[config.mk]
export PLATFORM = sky130hd
export DESIGN_NAME = b2s_tx_gen2
export DESIGN_NICKNAME = d
export VERILOG_FILES = /design/src/rtl/b2s_tx_gen2.sv
export SDC_FILE = /design/constraint.sdc
export NUM_CORES = 1
export LEC_CHECK = 0
export ABC_AREA = 1
export ABC_CLOCK_PERIOD_IN_PS = 5300
export BUFFER_PORTS_ARGS = -buffer_cell sky130_fd_sc_hd__buf_4
export CORE_MARGIN = 5
export CORE_UTILIZATION = 30
export CTS_BUF_LIST = sky130_fd_sc_hd__clkbuf_4
export DETAILED_ROUTE_END_ITERATION = 10
export GPL_ROUTABILITY_DRIVEN = 0
export GPL_TIMING_DRIVEN = 0
export PLACE_DENSITY_LB_ADDON = 0.05
export SYNTH_ARGS = -nofsm -noshare
export SYNTH_HDL_FRONTEND = slang
export SYNTH_SLANG_ARGS = --single-unit
[constraint.sdc]
create_clock -name clk -period 5.3 [get_ports clk]
set_clock_uncertainty 0.15 [all_clocks]
set_input_delay 0.265 -clock clk [delete_from_list [all_inputs] [get_ports clk]]
set_output_delay 0.265 -clock clk [all_outputs]
set_load 0.02 [all_outputs]
[src/rtl/b2s_tx_gen2.sv]
// Single-wire frame transmitter: optional reset/presence prefix, start sequence,
// pulse-width coded data bits, then a released-line window that samples one reply bit.
module b2s_tx_gen2 #(
   parameter int unsigned WIDTH     = 32,
   parameter int unsigned CNT_W     = 14,
   parameter int unsigned MSB_FIRST = 0,
   parameter int unsigned T_INIT    = 20,
   parameter int unsigned T_START_L = 20,
   parameter int unsigned T_START_H = 20,
   parameter int unsigned T_ONE_L   = 18,
   parameter int unsigned T_ONE_H   = 149,
   parameter int unsigned T_ZERO_L  = 136,
   parameter int unsigned T_ZERO_H  = 31,
   parameter int unsigned T_REL     = 150,
   parameter int unsigned T_SAMP    = 75,
   parameter int unsigned T_RST_L   = 1280,
   parameter int unsigned T_PD_WAIT = 70,
   parameter int unsigned T_PD_WIN  = 400,
   parameter int unsigned T_RECOV   = 600
) (
   input  logic             clk,
   input  logic             rst_n,
   input  logic [WIDTH-1:0] din,
   input  logic             din_valid,
   input  logic             rst_req,
   output logic             din_ready,
   input  logic             b2s_din,
   output logic             b2s_dout,
   output logic             b2s_oe,
   output logic             busy,
   output logic             done,
   output logic             presence,
   output logic             presence_err,
   output logic             rx_bit
);

   localparam int unsigned BW = $clog2(WIDTH + 1);

   localparam logic [3:0] S_IDLE    = 4'd0;
   localparam logic [3:0] S_RST_L   = 4'd1;
   localparam logic [3:0] S_PD_WAIT = 4'd2;
   localparam logic [3:0] S_PD_WIN  = 4'd3;
   localparam logic [3:0] S_RECOV   = 4'd4;
   localparam logic [3:0] S_INIT_H  = 4'd5;
   localparam logic [3:0] S_START_L = 4'd6;
   localparam logic [3:0] S_START_H = 4'd7;
   localparam logic [3:0] S_BIT_L   = 4'd8;
   localparam logic [3:0] S_BIT_H   = 4'd9;
   localparam logic [3:0] S_REL     = 4'd10;
   localparam logic [3:0] S_DONE    = 4'd11;

   localparam logic [BW-1:0] FIRST_IDX = (MSB_FIRST != 0) ? BW'(WIDTH - 1) : '0;
   localparam logic [BW-1:0] LAST_IDX  = (MSB_FIRST != 0) ? '0 : BW'(WIDTH - 1);

   logic [3:0]       state_q, state_d;
   logic [CNT_W-1:0] cnt_q, cnt_d;
   logic [BW-1:0]    bit_idx_q, bit_idx_d;
   logic [WIDTH-1:0] data_q, data_d;
   logic             rst_req_q, rst_req_d;
   logic             presence_q, presence_d;
   logic             presence_err_q, presence_err_d;
   logic             rx_bit_q, rx_bit_d;

   logic             cur_bit;
   logic [CNT_W-1:0] len;
   logic             cnt_last;

   always_comb begin
      cur_bit = 1'b0;
      for (int i = 0; i < int'(WIDTH); i++) begin
         if (bit_idx_q == BW'(i)) cur_bit = data_q[i];
      end
   end

   // Duration of the current state; IDLE and DONE are untimed.
   always_comb begin
      len = CNT_W'(1);
      case (state_q)
         S_RST_L:   len = CNT_W'(T_RST_L);
         S_PD_WAIT: len = CNT_W'(T_PD_WAIT);
         S_PD_WIN:  len = CNT_W'(T_PD_WIN);
         S_RECOV:   len = CNT_W'(T_RECOV);
         S_INIT_H:  len = CNT_W'(T_INIT);
         S_START_L: len = CNT_W'(T_START_L);
         S_START_H: len = CNT_W'(T_START_H);
         S_BIT_L:   len = cur_bit ? CNT_W'(T_ONE_L) : CNT_W'(T_ZERO_L);
         S_BIT_H:   len = cur_bit ? CNT_W'(T_ONE_H) : CNT_W'(T_ZERO_H);
         S_REL:     len = CNT_W'(T_REL);
         default:   len = CNT_W'(1);
      endcase
   end

   assign cnt_last = (cnt_q == len - CNT_W'(1));

   always_comb begin
      state_d        = state_q;
      cnt_d          = cnt_q + CNT_W'(1);
      bit_idx_d      = bit_idx_q;
      data_d         = data_q;
      rst_req_d      = rst_req_q;
      presence_d     = presence_q;
      presence_err_d = presence_err_q;
      rx_bit_d       = rx_bit_q;
      case (state_q)
         S_IDLE: begin
            cnt_d = '0;
            if (din_valid) begin
               data_d         = din;
               rst_req_d      = rst_req;
               presence_d     = 1'b0;
               presence_err_d = 1'b0;
               rx_bit_d       = 1'b0;
               state_d        = rst_req ? S_RST_L : S_INIT_H;
            end
         end
         S_RST_L:   if (cnt_last) begin cnt_d = '0; state_d = S_PD_WAIT; end
         S_PD_WAIT: if (cnt_last) begin cnt_d = '0; state_d = S_PD_WIN; end
         S_PD_WIN: begin
            // The last window cycle counts too, so decide on the updated flag.
            if (rst_req_q && !b2s_din) presence_d = 1'b1;
            if (cnt_last) begin
               cnt_d = '0;
               if (presence_d) begin
                  state_d = S_RECOV;
               end else begin
                  presence_err_d = 1'b1;
                  state_d        = S_DONE;
               end
            end
         end
         S_RECOV:   if (cnt_last) begin cnt_d = '0; state_d = S_INIT_H; end
         S_INIT_H:  if (cnt_last) begin cnt_d = '0; state_d = S_START_L; end
         S_START_L: if (cnt_last) begin cnt_d = '0; state_d = S_START_H; end
         S_START_H: begin
            if (cnt_last) begin
               cnt_d     = '0;
               bit_idx_d = FIRST_IDX;
               state_d   = S_BIT_L;
            end
         end
         S_BIT_L:   if (cnt_last) begin cnt_d = '0; state_d = S_BIT_H; end
         S_BIT_H: begin
            if (cnt_last) begin
               cnt_d = '0;
               if (bit_idx_q == LAST_IDX) begin
                  state_d = S_REL;
               end else begin
                  bit_idx_d = (MSB_FIRST != 0) ? bit_idx_q - BW'(1) : bit_idx_q + BW'(1);
                  state_d   = S_BIT_L;
               end
            end
         end
         S_REL: begin
            if (cnt_q == CNT_W'(T_SAMP)) rx_bit_d = b2s_din;
            if (cnt_last) begin cnt_d = '0; state_d = S_DONE; end
         end
         S_DONE: begin
            cnt_d   = '0;
            state_d = S_IDLE;
         end
         default: begin
            cnt_d   = '0;
            state_d = S_IDLE;
         end
      endcase
   end

   always_ff @(posedge clk) begin
      if (!rst_n) begin
         state_q        <= S_IDLE;
         cnt_q          <= '0;
         bit_idx_q      <= '0;
         data_q         <= '0;
         rst_req_q      <= 1'b0;
         presence_q     <= 1'b0;
         presence_err_q <= 1'b0;
         rx_bit_q       <= 1'b0;
      end else begin
         state_q        <= state_d;
         cnt_q          <= cnt_d;
         bit_idx_q      <= bit_idx_d;
         data_q         <= data_d;
         rst_req_q      <= rst_req_d;
         presence_q     <= presence_d;
         presence_err_q <= presence_err_d;
         rx_bit_q       <= rx_bit_d;
      end
   end

   always_comb begin
      din_ready = (state_q == S_IDLE);
      busy      = (state_q != S_IDLE);
      done      = (state_q == S_DONE);
      b2s_oe    = !((state_q == S_PD_WIN) || (state_q == S_REL));
      b2s_dout  = !((state_q == S_RST_L) || (state_q == S_START_L) || (state_q == S_BIT_L));
   end

   assign presence     = presence_q;
   assign presence_err = presence_err_q;
   assign rx_bit       = rx_bit_q;

endmodule

# == Word level (Yosys, flattened, before mapping) ==
# Cells that the tools add are included.
# word_totals
regBits,60
output_inout_bits,8
word_cells,156
# classes
n_addsub,3
n_eq_ne,58
muxes,63
n_bitwise,2
reduce_logical,22
# op_table
operator,n
$eq 6x5->1 const B,16
$pmux 11 s8,1
$eq 6x4->1 const B,8
$mux 4,12
$pmux 4 s11,1
$mux 1,38
$ne 2x2->1 const B,14
$eq 6x3->1 const B,4
$mux 6,3
$eq 4x3->1 const B,4
$eq 4x4->1 const B,4
$mux 8,2
$add 14x1->14 const B,1
$eq 14x14->1,1
$eq 14x7->1 const B,1
$sub 14x1->14 const B,1
$eq 6x2->1 const B,2
$pmux 6 s2,1
$reduce_and 11->1,1
$reduce_or 10->1,1
$eq 4x2->1 const B,2
$reduce_and 4->1,2
$add 6x1->6 const B,1
$eq 6x1->1 const B,1
other kinds (15),26

# == Depth between registers and ports, before layout ==
# Gate-level depths: netlist (run 1).
# depth
ltp_word,39
depth_mapped,53

# == Worst setup path after synthesis (run 1) ==
# OpenSTA, ideal clock, no wires.
# synth_path
path_type,reg-to-reg
from,register bit_idx_q[0]
to,register cnt_q[2]
setup_time_ns,0.120
t_arrival_ns,4.143
setup_slack_ns,0.887
path_stages_with_launch,43
path_buffers,1
cell_sequence,dfxtp_1 > inv_1 > ha_1 > inv_1 > nor4_1 > a21oi_1 > nand2_1 > nand2_1 > nand3_1 > nand3_1 > nand2_1 > nand3_1 > nand2_1 > nand3_1 > nand2_1 > nand3_1 > nand3_1 > nand3_1 > (+7 left out) > nand3_1 > nand2_1 > nand2_1 > nand2_1 > nand2_2 > nand2_1 > o21ai_0 > a21oi_1 > ha_1 > xor2_1 > o21ai_0 > a211oi_1 > nand3_2 > nor3_2 > nand2_2 > nand3_2 > buf_2 > a21oi_1
# synth_between
elab_chain_cells,38
word_cells_on_any_way,70
# synth_lines
element,line,rtl
start: declaration,57,"logic [BW-1:0] bit_idx_q, bit_idx_d;"
start signal: assignment,181,bit_idx_q <= bit_idx_d;
$logic_not 6->1,71,if (bit_idx_q == BW'(i)) cur_bit = data_q[i];
$mux 1 (31 in series),71,
$mux 1 *,71,
"$mux 8, on equally long branches","87, 86",
$pmux 11 s8 *,78,case (state_q)
$sub 14x1->14 *,93,assign cnt_last = (cnt_q == len - CNT_W'(1));
$eq 14x14->1 *,93,
$reduce_or 3->1 (no source line) *,n/a,
end signal: assignment,180,cnt_q <= cnt_d;
end: declaration,56,"logic [CNT_W-1:0] cnt_q, cnt_d;"
# Mark *: on every way between the ends. The rest lies on a longest branch, timed or not.
# A chain may end at the register's enable or synchronous reset.

# == Final worst setup path (run 1) ==
# layout_path
from,register bit_idx_q[0]
to,register bit_idx_q[1]
# layout_between
elab_chain_cells,39
word_cells_on_any_way,77
# layout_lines
element,line
$logic_not 6->1,71
$mux 1 (32 in series),71
"$mux 8, on equally long branches","87, 86"
$pmux 11 s8,78
$sub 14x1->14,93
$eq 14x14->1,93
$ne 2x2->1 (no source line),n/a
$reduce_and 4->1 (no source line),n/a
# Parallel ways exist; a longest one is shown, timed or not. The select of a mux whose other input is x is not followed.

==> results of run 1 <==
-- cells in the final DEF (no fill, tap or decap), types with 5 or more instances in the layout --
cell           count
clkbuf_4           9
inv_1             70
xor2_1            15
clkbuf_1          11
dlygate4sd3_1     34
a21oi_1           33
inv_2              5
nand4_1            8
nand2_1           91
nand3_2            8
o21ai_0           38
buf_4             52
nand3_1           40
nand2_2           11
nor3_1             8
nor2_1           116
dfxtp_1           58
-- critical path: cells and delay by family, from the launching register on --
family	cells	cell delay (ns)
buf+inv	1	0.15
flops	1	0.42
simple gates	38	2.69
xor+xnor	2	0.29
compound gates	5	0.61
fa+ha+maj	2	0.44
-- registers in the layout, indices dropped and copies added, names as in the netlist --
register,count
data_q,32
presence,1
rst_req_q,1
cnt_q,14
rx_bit,1
bit_idx_q,6
presence_err,1
state_q,4
-- final cells by class --
class	count	area [um2]	share of cell area, %
Buffer	14	71.3	1.47
Clock buffer	9	67.6	1.40
Clock inverter	7	124	2.56
Inverter	78	297	6.13
Multi-Input combinational cell	411	2160	44.6
Sequential cell	60	1210	25.0
Tap cell	143	179	3.70
Timing Repair Buffer	86	734	15.2
-- timing repair --
| item | 4_1_cts | 5_1_grt |
|---|---|---|
| buffers inserted | 0 | 8 |
| resized for setup | 1 | 43 |
| setup endpoints to repair | 3 | 25 |
| hold endpoints to repair | 34 | 0 |
| pin swaps | 0 | 13 |
| hold buffers | 34 | 0 |
-- metal layers --
metal	wire length (um)	vias to the layer above	track usage, %
met4	104	0	3.98
met1	5230	1710	19.7
met2	5200	57	25.9
met3	342	8	4.31
li1	-	2000	-
met5	0	-	0
-- report_power, final --
part,internal (mW),switching [mW]
combinational,0.322,0.553
sequential,0.556,0.0648
clock,0.242,0.190
total,1.12,0.808
-- how the worst min path moves through the flow --
stage	slack [ns]	cells past startpoint	end	from
2_1_floorplan	0.23	1	rst_req_q$_SDFFE_PN0P_	din_valid
3_3_place_gp	0.29	2	data_q[29]$_SDFFE_PN0P_	data_q[29]$_SDFFE_PN0P_
3_5_place_dp	0.30	2	data_q[26]$_SDFFE_PN0P_	data_q[26]$_SDFFE_PN0P_
4_1_cts	0.005	3	cnt_q[10]$_SDFF_PP0_	rst_n
5_1_grt	0.03	3	cnt_q[6]$_SDFF_PP0_	rst_n
6_report	0.06	3	cnt_q[3]$_SDFF_PP0_	rst_n
-- cells by family (layout without fill, tap and decap cells) --
family | Yosys count | after routing | synth area share [%]
XOR/XNOR | 18 | 18 | 4.41
flip-flops | 60 | 60 | 33.6
AO/OA/AOI/OAI | 83 | 83 | 12.3
adder cells (fa/ha/maj) | 6 | 6 | 2.10
AND/OR/NAND/NOR | 304 | 304 | 37.5
buffers and inverters | 92 | 194 | 10.0
-- metrics by stage --
| step | worst slack, ns | instances | instance area, um2 |
|---|---|---|---|
| floorplan | 0.887 | 563 | 3570 |
| global placement | 0.0142 | 750 | 4080 |
| detailed placement | 0.0129 | 750 | 4080 |
| CTS | 0.0782 | 800 | 4620 |
| global route | -0.0911 | 808 | 4840 |
| finish | 0.407 | 808 | 4840 |
==> impl_metrics.toml, run 1 <==
[run_status]
status = "completed"

[sta]
fmax_mhz = 204
timing.setup.tns_ns = 0
finalCritPeriodShare_pct = 92.3
drv_slew = 0
worst_slew_pin_slew_ns = 0.627
fin_crit_ns = 4.89
setup_viol = 0
rsz0062_at_grt = "yes"
slew_headroom_pct = 58.2
finalHoldViolations = 0
worst_hold_slack_ns = 0.0556

[cts]
numCtsBuffers = 9
h-tree-depth = 3
clk_latency_ns = 0.42
clock_path_buffers = 2
clk_pin_slew_ns = 0.12
clockRootBuffer = "clkbuf_4"
cts_tree = "done"
clock-sinks = 60

[logic_synthesis]
synthTopCellsByCount = "nor2_1 (119), nand2_1 (96), inv_1 (72)"
yosysTopAreaCell = "dfxtp_1"
ys_async_sr_fraction_pct = 0
seq_area_frac_synth_pct = 33.6
syn_area_um2 = 3570
syn_area_per_cell_um2 = 6.34
synth_top_area_share_pct = 33.6
synthDistinctLibCells = 37
yosys_warnings = 0
synth_area_leaders = "dfxtp_1 (34%), nor2_1 (13%), nand2_1 (10%), inv_1 (7.6%), nand3_1 (6.4%)"
synth_seq_cells = 60
synth_flop_cell = "dfxtp_1"
syn-instance-count = 563
synth_edf_count = 0
post-synth-top-count-cell = "nor2_1"
synth_nets = 606

[placement]
hpwl_um = 8300
portBuffers = 44

[power]
ir_drop_uv = 251
cellPowerDensity_nw_per_um2 = 399
p_total_mw = 1.93
leakagePower_nw = 2.01

[worst_setup_path]
slowest_stage = "dfxtp_4"
criticalPathCategory = "reg -> reg"
cp.arrival_ns = 5.05
crit_fanout = 7
required_ns = 5.45
reg2reg_from = "bit_idx_q[0]$_SDFFE_PN0P_"
path_common_cell = "nand2_1"
r2r_slack_ns = 0.41
cp-start-kind = "flip-flop"
crit_end = "bit_idx_q[1]$_SDFFE_PN0P_"
worstRegToRegCells = 48
cpPeakStageDelay_ns = 0.42
worstReg2RegEnd = "bit_idx_q[1]$_SDFFE_PN0P_"
crit_start = "bit_idx_q[0]$_SDFFE_PN0P_"
end_kind = "flip-flop"

[detailed_routing]
drt-vias-per-instance = 4.67
vias = 3775
routed_wl_um = 10900
drtPass1Iterations = 4
ant_nets = 0
drt_iter0_markers = 216
drc_errors = 0
avgRoutedWirePerCell_um = 13.5

[floorplanning]
die_width_um = 119
dieArea_um2 = 14200
initial_core_util_pct = 30.9
num_io_pins = 45
coreArea_um2 = 11600
num_rows = 39
dieHeight_um = 119

[global_routing]
grt-ovfl-total = 0
grt.total_usage_pct = 15.5
antenna_found_initial = 0
grt_pass1_vias = 3643
grt_pass1_wl_um = 17800
grt_max_degree = 13

[final_layout]
diodes = 0
drive_gt1_share_pct = 18.3
n_fill_cell = 1233
fin_util_pct = 41.8
final_nets = 703
syn_to_final_growth_pct = 35.4

[min_path]
min_path_type = "in -> reg"

[job]
drv_cap = 0
No activity file was read; power rests on OpenSTA's default activity.
==> inputs of run 2 (changes only) <==
Settings changed: BUFFER_PORTS_ARGS -buffer_cell sky130_fd_sc_hd__buf_4 to -buffer_cell sky130_fd_sc_hd__buf_2.
==> impl_metrics.toml, run 2 (same netlist as run 1, synthesis figures left out) <==
[run_status]
status = "completed"

[sta]
finalCritPeriodShare_pct = 92.3
rsz0062_at_grt = "yes"
setup_viol = 0
timing.setup.tns_ns = 0
slew_headroom_pct = 55.7
finalHoldViolations = 0
fin_crit_ns = 4.89
worst_slew_pin_slew_ns = 0.663
drv_slew = 0
fmax_mhz = 205

[cts]
clk_pin_slew_ns = 0.11
cts_tree = "done"
clk_latency_ns = 0.44
h-tree-depth = 3
clock-sinks = 60
clockRootBuffer = "clkbuf_4"
clock_path_buffers = 2
numCtsBuffers = 9

[floorplanning]
initial_core_util_pct = 30.9
num_rows = 39
dieHeight_um = 119
dieArea_um2 = 14200
die_width_um = 119
coreArea_um2 = 11600
num_io_pins = 45

[min_path]
hold_depth = 3
min_path_type = "in -> reg"
worstHoldStart = "rst_n"

[global_routing]
grt-ovfl-total = 0
antenna_found_initial = 0
grt_pass1_wl_um = 18100
grt_max_degree = 15
grt_pass1_vias = 3762
grt.total_usage_pct = 16.0

[power]
cellPowerDensity_nw_per_um2 = 393
leakagePower_nw = 1.96
ir_drop_uv = 183

[worst_setup_path]
crit_fanout = 6
path_common_cell = "nand2_1"
path_delay_family = "simple AND/OR/NAND/NOR gates"
end_kind = "flip-flop"
crit_start = "bit_idx_q[0]$_SDFFE_PN0P_"
cp.arrival_ns = 5.08
slowest_stage = "dfxtp_4"
path_depth = 49
reg2reg_from = "bit_idx_q[0]$_SDFFE_PN0P_"
cpPeakStageDelay_ns = 0.42
criticalPathCategory = "reg -> reg"
required_ns = 5.49
worstRegToRegCells = 49
worst-path-buf-inv = 2
cp-start-kind = "flip-flop"

[detailed_routing]
ant_nets = 0
avgRoutedWirePerCell_um = 13.8
routed_wl_um = 11200
drc_errors = 0
drt-vias-per-instance = 4.71
drt_iter0_markers = 158
vias = 3809
drtPass1Iterations = 4

[final_layout]
n_fill_cell = 1268
final_common_cell = "nor2_1"
largest-register = "data_q"
final_nets = 703
top_regs = "data_q x32, cnt_q x14, bit_idx_q x6"
largest_reg_flops = 32
syn_to_final_growth_pct = 31.4
fin_util_pct = 40.6
drive_gt1_share_pct = 18.6
final_cell_mix = "nor2_1 (117), nand2_1 (90), inv_1 (68), dfxtp_1 (58), buf_2 (44)"
diodes = 0

[placement]
hpwl_um = 8400
portBuffers = 44

[job]
drv_cap = 0
-- run 2: changes by cell type in the layout (fill, tap and decap cells not counted), moves of 2 or more --
| cell | before | now |
|---|---|---|
| bufinv_16 | 3 | 1 |
| nand3_1 | 40 | 36 |
| buf_2 | 0 | 44 |
| clkinv_1 | 2 | 4 |
| nand3_2 | 8 | 12 |
| buf_6 | 3 | 1 |
| clkinv_2 | 0 | 2 |
| inv_2 | 5 | 7 |
| inv_1 | 70 | 68 |
| clkinv_4 | 2 | 0 |
| buf_4 | 52 | 8 |
-- run 2: area by class of cell --
type	instances	area, um2	area share, %
Clock inverter	6	55.1	1.17
Sequential cell	60	1210	25.7
Timing Repair Buffer	86	633	13.5
Clock buffer	10	75.1	1.60
Inverter	78	297	6.32
Multi-Input combinational cell	412	2190	46.6
Buffer	13	60.1	1.28
Tap cell	143	179	3.81
-- run 2: final timing paths --
path | slack (ns) | to
min | 0.05 | cnt_q[13]$_SDFF_PP0_
max | 0.41 | state_q[2]$_SDFFE_PN0P_
min reg2reg | 0.31 | data_q[29]$_SDFFE_PN0P_
max reg2reg | 0.41 | state_q[2]$_SDFFE_PN0P_
-- run 2: metal layers --
metal / GRT usage (%) / routed length, um
met2: 27.1 / 5280
met3: 5.02 / 497
met1: 19.5 / 5210
met4: 4.71 / 177
met5: 0 / 0
-- run 2: power breakdown --
group          internal (mW)  switching [mW]
Clock                  0.144           0.176
Sequential             0.556          0.0671
Combinational          0.327           0.573
Total                   1.03           0.816
-- run 2: worst min-delay path, cell delays in order --
cell,delay (ns)
buf_2,0.15
nand3_4,0.14
nor2_1,0.05
-- run 2: through the flow --
stage / hold slack [ns] / cells / area, um2 / setup slack, ns / power [mW]
after detailed placement: 0.300 / 750 / 3970 / -0.0663 / 1.41
after global placement: 0.295 / 750 / 3970 / 0.00767 / 1.40
after floorplan: 0.231 / 563 / 3570 / 0.887 / 1.18
after global routing: 0.0135 / 808 / 4690 / -0.156 / 2.01
after CTS: 0.0248 / 799 / 4440 / 0.0416 / 1.76
final: 0.0514 / 808 / 4690 / 0.410 / 1.84
-- run 2: repair_timing --
action	in CTS	in global routing
buffers inserted	0	8
hold buffers	34	0
endpoints found under the hold margin	34	0
setup endpoints to repair	16	25
gates resized for setup	1	44
cloned	0	1
pin swaps	0	27
